===== config.mk =====
export PLATFORM = sky130hd
export DESIGN_NAME = t_chain_counter_flat
export DESIGN_NICKNAME = d
export VERILOG_FILES = /design/src/rtl/t_chain_counter_if.sv /design/src/rtl/t_chain_counter.sv /design/src/flat_wrapper.sv
export SDC_FILE = /design/constraint.sdc
export NUM_CORES = 1
export LEC_CHECK = 0
export CORE_AREA = 5 5 42 44
export CTS_CLUSTER_SIZE = 25
export DETAILED_ROUTE_END_ITERATION = 10
export DIE_AREA = 0 0 47 49
export SLEW_MARGIN = 20
export SYNTH_ARGS = -nofsm -noshare
export SYNTH_HDL_FRONTEND = slang
export SYNTH_SLANG_ARGS = --single-unit

===== constraint.sdc =====
create_clock -name clk_i -period 1.4 [get_ports clk_i]
set_clock_uncertainty 0.15 [all_clocks]
set_input_delay 0.28 -clock clk_i [delete_from_list [all_inputs] [get_ports clk_i]]
set_output_delay 0.28 -clock clk_i [all_outputs]
set_load 0.005 [all_outputs]

===== src/rtl/t_chain_counter_if.sv =====
// Control/status bundle for t_chain_counter; master drives count controls, slave is the counter.
interface t_chain_counter_if #(
    parameter int WIDTH = 4
);
    logic             en;
    logic             up;
    logic             load;
    logic [WIDTH-1:0] din;
    logic [WIDTH-1:0] q;
    logic [WIDTH-1:0] toggle;
    logic             tc;

    // No handshake: inputs are sampled on every rising clk edge; q/tc are registered, toggle is combinational.
    modport master (output en, up, load, din, input q, toggle, tc);
    modport slave  (input en, up, load, din, output q, toggle, tc);
endinterface


===== src/rtl/t_chain_counter.sv =====
// Modulo-MOD up/down counter as a bank of T flip-flops with per-bit toggle chain and registered tc.
// Optional macro TCNT_SATURATE_EN: hold at the count bound instead of wrapping.
module t_chain_counter #(
    parameter int WIDTH = 4,
    parameter int MOD   = 10
) (
    input  logic               clk_i,
    input  logic               rst_ni,
    t_chain_counter_if.slave   cnt_io
);

    localparam logic [WIDTH-1:0] MAX_C = WIDTH'(MOD - 1);

    logic [WIDTH-1:0] q_q;
    logic [WIDTH-1:0] toggle_d;
    logic [WIDTH-1:0] load_val;
    logic             tc_q;
    logic             tc_d;
    logic             carry;
    logic             at_bound;

    always_comb begin
        toggle_d = '0;
        tc_d     = 1'b0;
        carry    = 1'b1;
        at_bound = 1'b0;
        load_val = (cnt_io.din > MAX_C) ? MAX_C : cnt_io.din;
        if (cnt_io.load) begin
            toggle_d = q_q ^ load_val;
        end else if (cnt_io.en) begin
            at_bound = cnt_io.up ? (q_q == MAX_C) : (q_q == '0);
            // Ripple chain: bit i flips when all lower bits are 1 (up) or 0 (down).
            for (int i = 0; i < WIDTH; i++) begin
                toggle_d[i] = carry;
                carry       = carry & (cnt_io.up ? q_q[i] : ~q_q[i]);
            end
            if (at_bound) begin
`ifdef TCNT_SATURATE_EN
                toggle_d = '0;
`else
                toggle_d = cnt_io.up ? q_q : (q_q ^ MAX_C);
`endif
                tc_d = 1'b1;
            end
        end
    end

    always_ff @(posedge clk_i or negedge rst_ni) begin
        if (!rst_ni) begin
            q_q  <= '0;
            tc_q <= 1'b0;
        end else begin
            q_q  <= q_q ^ toggle_d;
            tc_q <= tc_d;
        end
    end

    assign cnt_io.q      = q_q;
    assign cnt_io.toggle = toggle_d;
    assign cnt_io.tc     = tc_q;

endmodule


===== src/flat_wrapper.sv =====
// flat-port wrapper written by rule: the top's interface ports become plain ports
module t_chain_counter_flat 
#(
    parameter int WIDTH = 4,
    parameter int MOD   = 10
)
  (clk_i, rst_ni, cnt_io_en, cnt_io_up, cnt_io_load, cnt_io_din, cnt_io_q, cnt_io_toggle, cnt_io_tc);
  t_chain_counter_if #(.WIDTH(WIDTH)) cnt_io_i ();
  input  logic clk_i;
  input  logic rst_ni;
  input wire logic [$bits(cnt_io_i.en)-1:0] cnt_io_en;
  input wire logic [$bits(cnt_io_i.up)-1:0] cnt_io_up;
  input wire logic [$bits(cnt_io_i.load)-1:0] cnt_io_load;
  input wire logic [$bits(cnt_io_i.din)-1:0] cnt_io_din;
  output wire logic [$bits(cnt_io_i.q)-1:0] cnt_io_q;
  output wire logic [$bits(cnt_io_i.toggle)-1:0] cnt_io_toggle;
  output wire logic [$bits(cnt_io_i.tc)-1:0] cnt_io_tc;
  assign cnt_io_i.en = cnt_io_en;
  assign cnt_io_i.up = cnt_io_up;
  assign cnt_io_i.load = cnt_io_load;
  assign cnt_io_i.din = cnt_io_din;
  assign cnt_io_q = cnt_io_i.q;
  assign cnt_io_toggle = cnt_io_i.toggle;
  assign cnt_io_tc = cnt_io_i.tc;
  t_chain_counter #(.WIDTH(WIDTH), .MOD(MOD)) u_core (.clk_i(clk_i), .rst_ni(rst_ni), .cnt_io(cnt_io_i));
endmodule

==> metrics.csv, run 1 <==
metric,value,unit
outcome,finished with violations,
failed_checks,negative setup slack,
reg2reg_depth,7,
cts-htree-levels,1,
gr-usage-all-layers,0.1346,
worstPathBufferInverterCount,1,
cts_root_buffer,clkbuf_4,
tightestPinTransition,225.0,ps
synth.avg_cell_area,8.492,um2
path_clk_slew,40,ps
critical_path.max_fanout,2,
drive_gt1_frac,0.5165,
dr.first_iter.drc_count,1,
design_area,854.6,um2
setup_ws,-492.9,ps
grt_max_degree,12,
antenna_left,0,
area_delta_synth_final,114.1,%
cts_tree,yes,
pre_cts_ws,-981.1,ps
grt_pass1_vias,528,
synth_common_cells,"nand2_1, dfrtp_1, nor2_1, mux2i_1, xnor2_1",
chipWidth,47,um
power_density,840.9,nW/um2
synth_flop_cell,dfrtp_1,
path_class,reg2out,
gp_congestion,0.7611,
r2r_end,u_core.cnt_io.q[2],
clockBufferDepth,2,
dpl_cell_area,708.2,um2
period_share,1.352,
max_cap_violations,0,
end_kind,output port,
synth_edf_count,0,
placementRows,14,
slowest_stage,dfrtp_2,
worstPathArrival,1460,ps
slew_violations,0,
period_needed,1893,ps
rrSetupSlack,-200,ps
num_antenna_cells,0,
vdd_drop_max,0.5003,mV
grt_overflow,0,
port_buffers,17,
dr.pass1.iters,2,
final_nets,101,
path_delay_family,simple AND/OR/NAND/NOR gates,
dieArea,2303,um2
startpoint_type,flip-flop,
rr_startpoint,u_core.cnt_io.q[1],
synth-seq-cells,5,
cp.required,970,ps
synthTopCellsByArea,"dfrtp_1, mux2i_1, xnor2_1, xor2_1, a21o_1",
finalWirelength,1356,um
holdBufCountCts,0,
coreArea,1401,um2
antenna_found_initial,0,
viasPerCell,4.636,
relSlewSlack,0.8492,
hpwl,863.3,um
stdcell_count,107,
min_path_type,in2async,
finalHoldViolCount,0,
wl_per_cell,12.67,um
start_util,0.2848,
yosysMostFrequentCell,nand2_1,
synth_area,399.1,um2
path_cells,or3_4 -> a21boi_2 -> nand2_1 -> o21ai_2 -> buf_2,
rsz0062_at_grt,yes,
clk_latency,230,ps
drc,0,
synth_cell_types,19,
syn-num-nets,56,
cts.sinks,5,
synthCells,47,
placed_cells,95,
setup_viol_count_final,8,
cts_buffers,3,
synth_top_cell_by_area,dfrtp_1,
die_height,49,um
fmax,528.3,MHz
post-synth-top-area-fraction,0.3135,
yosysWarningCount,0,
ios,18,
p_leak,0.4354,nW
grt_pass1_wl,2283,um
crit_path_max_incr_delay,390,ps
ys_seq_area_frac,0.3135,
async_flop_share,1.000,
vias,496,
==> per-stage QoR <==
stage                     power [mW]  TNS, ps    util  hold slack (ps)
after floorplan               0.3095   -216.7       -           -165.6
after global placement        0.4970    -5366  0.5054            362.4
after detailed placement      0.4991    -5327  0.5054            370.2
after CTS                     0.7056    -2123  0.5929            109.9
after global routing          0.7825    -2586  0.6098            112.6
final                         0.7186    -2029  0.6098            110.8
==> layout by cell type, fill, tap and decap left out, types with 2 or more instances in the layout <==
cell type        count
a21o_1               3
buf_2                3
buf_4               16
buf_6               10
clkbuf_2             2
clkbuf_4             3
clkdlybuf4s15_1      3
dfrtp_1              3
dfrtp_2              2
dlygate4sd2_1        6
inv_1                2
mux2i_1              4
nand2_1              6
nand3_1              2
nor2_1               2
nor2_4               2
xnor2_1              2
xnor2_2              2
xor2_1               3
==> layer usage <==
metal	track usage	part of all wire	vias up
met1	0.1633	0.40	242
met2	0.2240	0.58	6
met5	0	0	-
li1	-	-	248
met4	0.05530	0	0
met3	0.02214	0.021	0
==> cells by family (layout without fill, tap and decap cells) <==
group,count (synthesis),after routing,share of synthesized area
DFF,5,5,0.3135
and+or+nand+nor,17,17,0.1912
muxes,4,4,0.1003
AOI/OAI and AO/OA,11,11,0.2132
buffers and inverters,3,47,0.02821
xor gates and xnor gates,7,7,0.1536
==> sequential cells by signal (all words and copies together) (netlist names) <==
name and flops:
u_core.cnt_io.q 4, u_core.cnt_io.tc 1
==> where the power goes <==
| part | switching [mW] | internal, mW |
|---|---|---|
| logic | 0.153 | 0.220 |
| registers | 0.0205 | 0.165 |
| clock network | 0.0528 | 0.107 |
==> timing repair <==
| action | in CTS | in global routing |
|---|---|---|
| resized for setup | 46 | 14 |
| setup buffers | 10 | 2 |
| endpoints found under the setup margin | 12 | 11 |
| pin swaps | 7 | 3 |
==> how the worst max path moves through the flow <==
stage / from / end / slack (ps) / cells past startpoint
floorplan: u_core.cnt_io.q[1] / cnt_io_toggle[2] / -170 / 4
global placement: cnt_io_up / cnt_io_toggle[2] / -980 / 6
detailed placement: cnt_io_up / cnt_io_toggle[2] / -980 / 6
CTS: u_core.cnt_io.q[1] / cnt_io_toggle[2] / -510 / 5
global route: u_core.cnt_io.q[1] / cnt_io_toggle[2] / -590 / 5
finish: u_core.cnt_io.q[1] / cnt_io_toggle[2] / -490 / 5
==> final cells by class <==
type | count | area [um2]
Fill cell | 125 | 546.8
Timing Repair Buffer | 41 | 350.3
Multi-Input combinational cell | 39 | 322.8
Sequential cell | 5 | 127.6
Clock buffer | 4 | 26.28
Tap cell | 16 | 20.02
Inverter | 2 | 7.507
No activity file was read; power rests on OpenSTA's default activity.
==> inputs of run 2 (changes only) <==
- CORE_AREA: 5 5 42 44 -> 3 3 40 42
- DIE_AREA: 0 0 47 49 -> 0 0 43 45
- SKIP_LAST_GASP: not set -> 1
==> run 2 against run 1 <==
Effect of this change: core utilization is 5.3 points higher; sequential power is essentially flat; worst setup slack better by 26 ps; via count fell by 0.81%; clock-buffer cell count is the same; die area is 16% lower; register-to-register slack barely moved; power up 1.9%; the flow still finishes with violations (negative setup slack); critical path depth unchanged; critical endpoint unchanged; clock power hardly changed.
==> metrics.csv, run 2 (synthesized netlist as in run 1, its figures left out) <==
metric,value,unit
outcome,finished with violations,
failed_checks,negative setup slack,
dieArea,1935,um2
drive_gt1_frac,0.5275,
setup_viol_count_final,10,
seq_area,127.6,um2
p_sw,0.2295,mW
period_needed,1867,ps
p_int,0.5027,mW
placed_cells,94,
dr.first_iter.drc_count,2,
dr.pass1.iters,3,
startpoint_type,flip-flop,
reg2reg_depth,7,
placementRows,13,
path_class,reg2out,
grt_pass1_wl,2145,um
end_kind,output port,
clockBufferDepth,2,
cp.required,970,ps
slowest_stage,dfrtp_2,
drc,0,
cts_buffers,3,
period_share,1.334,
p_sw_frac,0.3134,
grt_max_degree,12,
power_frac_clock,0.220,
area_delta_synth_final,113.5,%
r2r_end,u_core.cnt_io.q[3],
max_cap_violations,0,
clk_latency,240,ps
seq_power_share,0.250,
cts_root_buffer,clkbuf_4,
setup_ws,-467.1,ps
final_nets,101,
vias,492,
chipWidth,43,um
gp_congestion,0.8101,
ios,18,
path_clk_slew,40,ps
tightestPinTransition,227.9,ps
vdd_drop_max,0.4988,mV
cts.sinks,5,
multiInputGateArea,329.1,um2
gr-usage-all-layers,0.1551,
worstPathArrival,1440,ps
setup_tns,-2571,ps
rr_startpoint,u_core.cnt_io.q[0],
final_cell_mix,"buf_4, buf_6, nand2_1",
nFillCells,105,
hpwl,827.4,um
combPwrFrac,0.530,
min_path_type,in2async,
power,0.7322,mW
coreArea,1285,um2
antenna_found_initial,0,
port_buffers,17,
path_cells,or3_4 -> a21boi_2 -> nand2_1 -> o21ai_1 -> buf_2,
crit_path_max_incr_delay,400,ps
power_density,859.3,nW/um2
viasPerCell,4.642,
p_leak,0.4327,nW
finalWirelength,1329,um
grt_overflow,0,
mostFrequentLayoutCell,buf_4,
slew_violations,0,
finalHoldViolCount,0,
cts-htree-levels,1,
wl_per_cell,12.54,um
die_height,45,um
largest_reg_flops,4,
grt_pass1_vias,490,
fin_util,0.6631,
cts_tree,yes,
rrSetupSlack,-210,ps
relSlewSlack,0.8473,
antenna_left,0,
fmax,535.6,MHz
stdcell_count,106,
start_util,0.3106,
rsz0062_at_grt,yes,
critical_path.max_fanout,2,
num_antenna_cells,0,
run 2: cell count changes in the layout (fill, tap and decap cells not counted), sizes merged:
cell	change
clkdlybuf4s50	+1
dlygate4sd2	-2
clkdlybuf4s15	+1
clkbuf	+1
buf	-1
run 2: final cells by class:
cell class / instances / area share
tap: 15 / 0.02203
timing repair buffer: 41 / 0.4023
inverter: 2 / 0.008811
sequential: 5 / 0.1498
multi-input combinational: 39 / 0.3862
clock buffer: 4 / 0.03084
run 2: power by group through the flow:
| stage | sequential, mW | clock, mW | combinational [mW] |
|---|---|---|---|
| floorplan | 0.196 | 0 | 0.113 |
| finish | 0.183 | 0.161 | 0.388 |
| global placement | 0.179 | 0 | 0.314 |
| detailed placement | 0.179 | 0 | 0.317 |
| CTS | 0.181 | 0.170 | 0.357 |
| global route | 0.185 | 0.172 | 0.424 |
run 2: repair_timing:
| item | 4_1_cts | 5_1_grt |
|---|---|---|
| buffers inserted | 7 | 4 |
| resized for setup | 48 | 14 |
| hold buffers | 0 | 0 |
| pin swaps | 9 | 6 |
| endpoints found under the setup margin | 12 | 11 |
run 2: worst max-delay path: cells and delay by family (launching register included):
kind | cells | cell delay, ps
and+or+nand+nor | 2 | 440
AOI/OAI and AO/OA | 2 | 250
DFF | 1 | 400
buffers and inverters | 1 | 120
run 2: worst max-delay path by stage:
stage	startpoint	endpoint	slack, ps	cells past startpoint
6_report	u_core.cnt_io.q[1]	cnt_io_toggle[2]	-470	5
5_1_grt	u_core.cnt_io.q[1]	cnt_io_toggle[2]	-550	5
4_1_cts	u_core.cnt_io.q[1]	cnt_io_toggle[2]	-480	5
3_5_place_dp	cnt_io_up	cnt_io_toggle[2]	-1010	6
3_3_place_gp	cnt_io_up	cnt_io_toggle[2]	-990	6
2_1_floorplan	u_core.cnt_io.q[1]	cnt_io_toggle[2]	-170	4
run 2: per-layer routing:
metal | track usage | vias up | part of all wire
li1 | - | 250 | -
met1 | 0.1646 | 223 | 0.38
met2 | 0.2575 | 13 | 0.53
met3 | 0.02789 | 6 | 0.044
met4 | 0.1506 | 0 | 0.040
met5 | 0 | - | 0
run 2: stage by stage:
stage               worst slack, ps  hold WS (ps)  instance area (um2)
finish                       -467.1         107.8                852.1
global route                 -550.1         114.4                852.1
CTS                          -483.1         103.2                818.3
detailed placement            -1007         362.9                706.9
global placement             -988.4         360.3                706.9
floorplan                    -174.2        -165.6                401.6
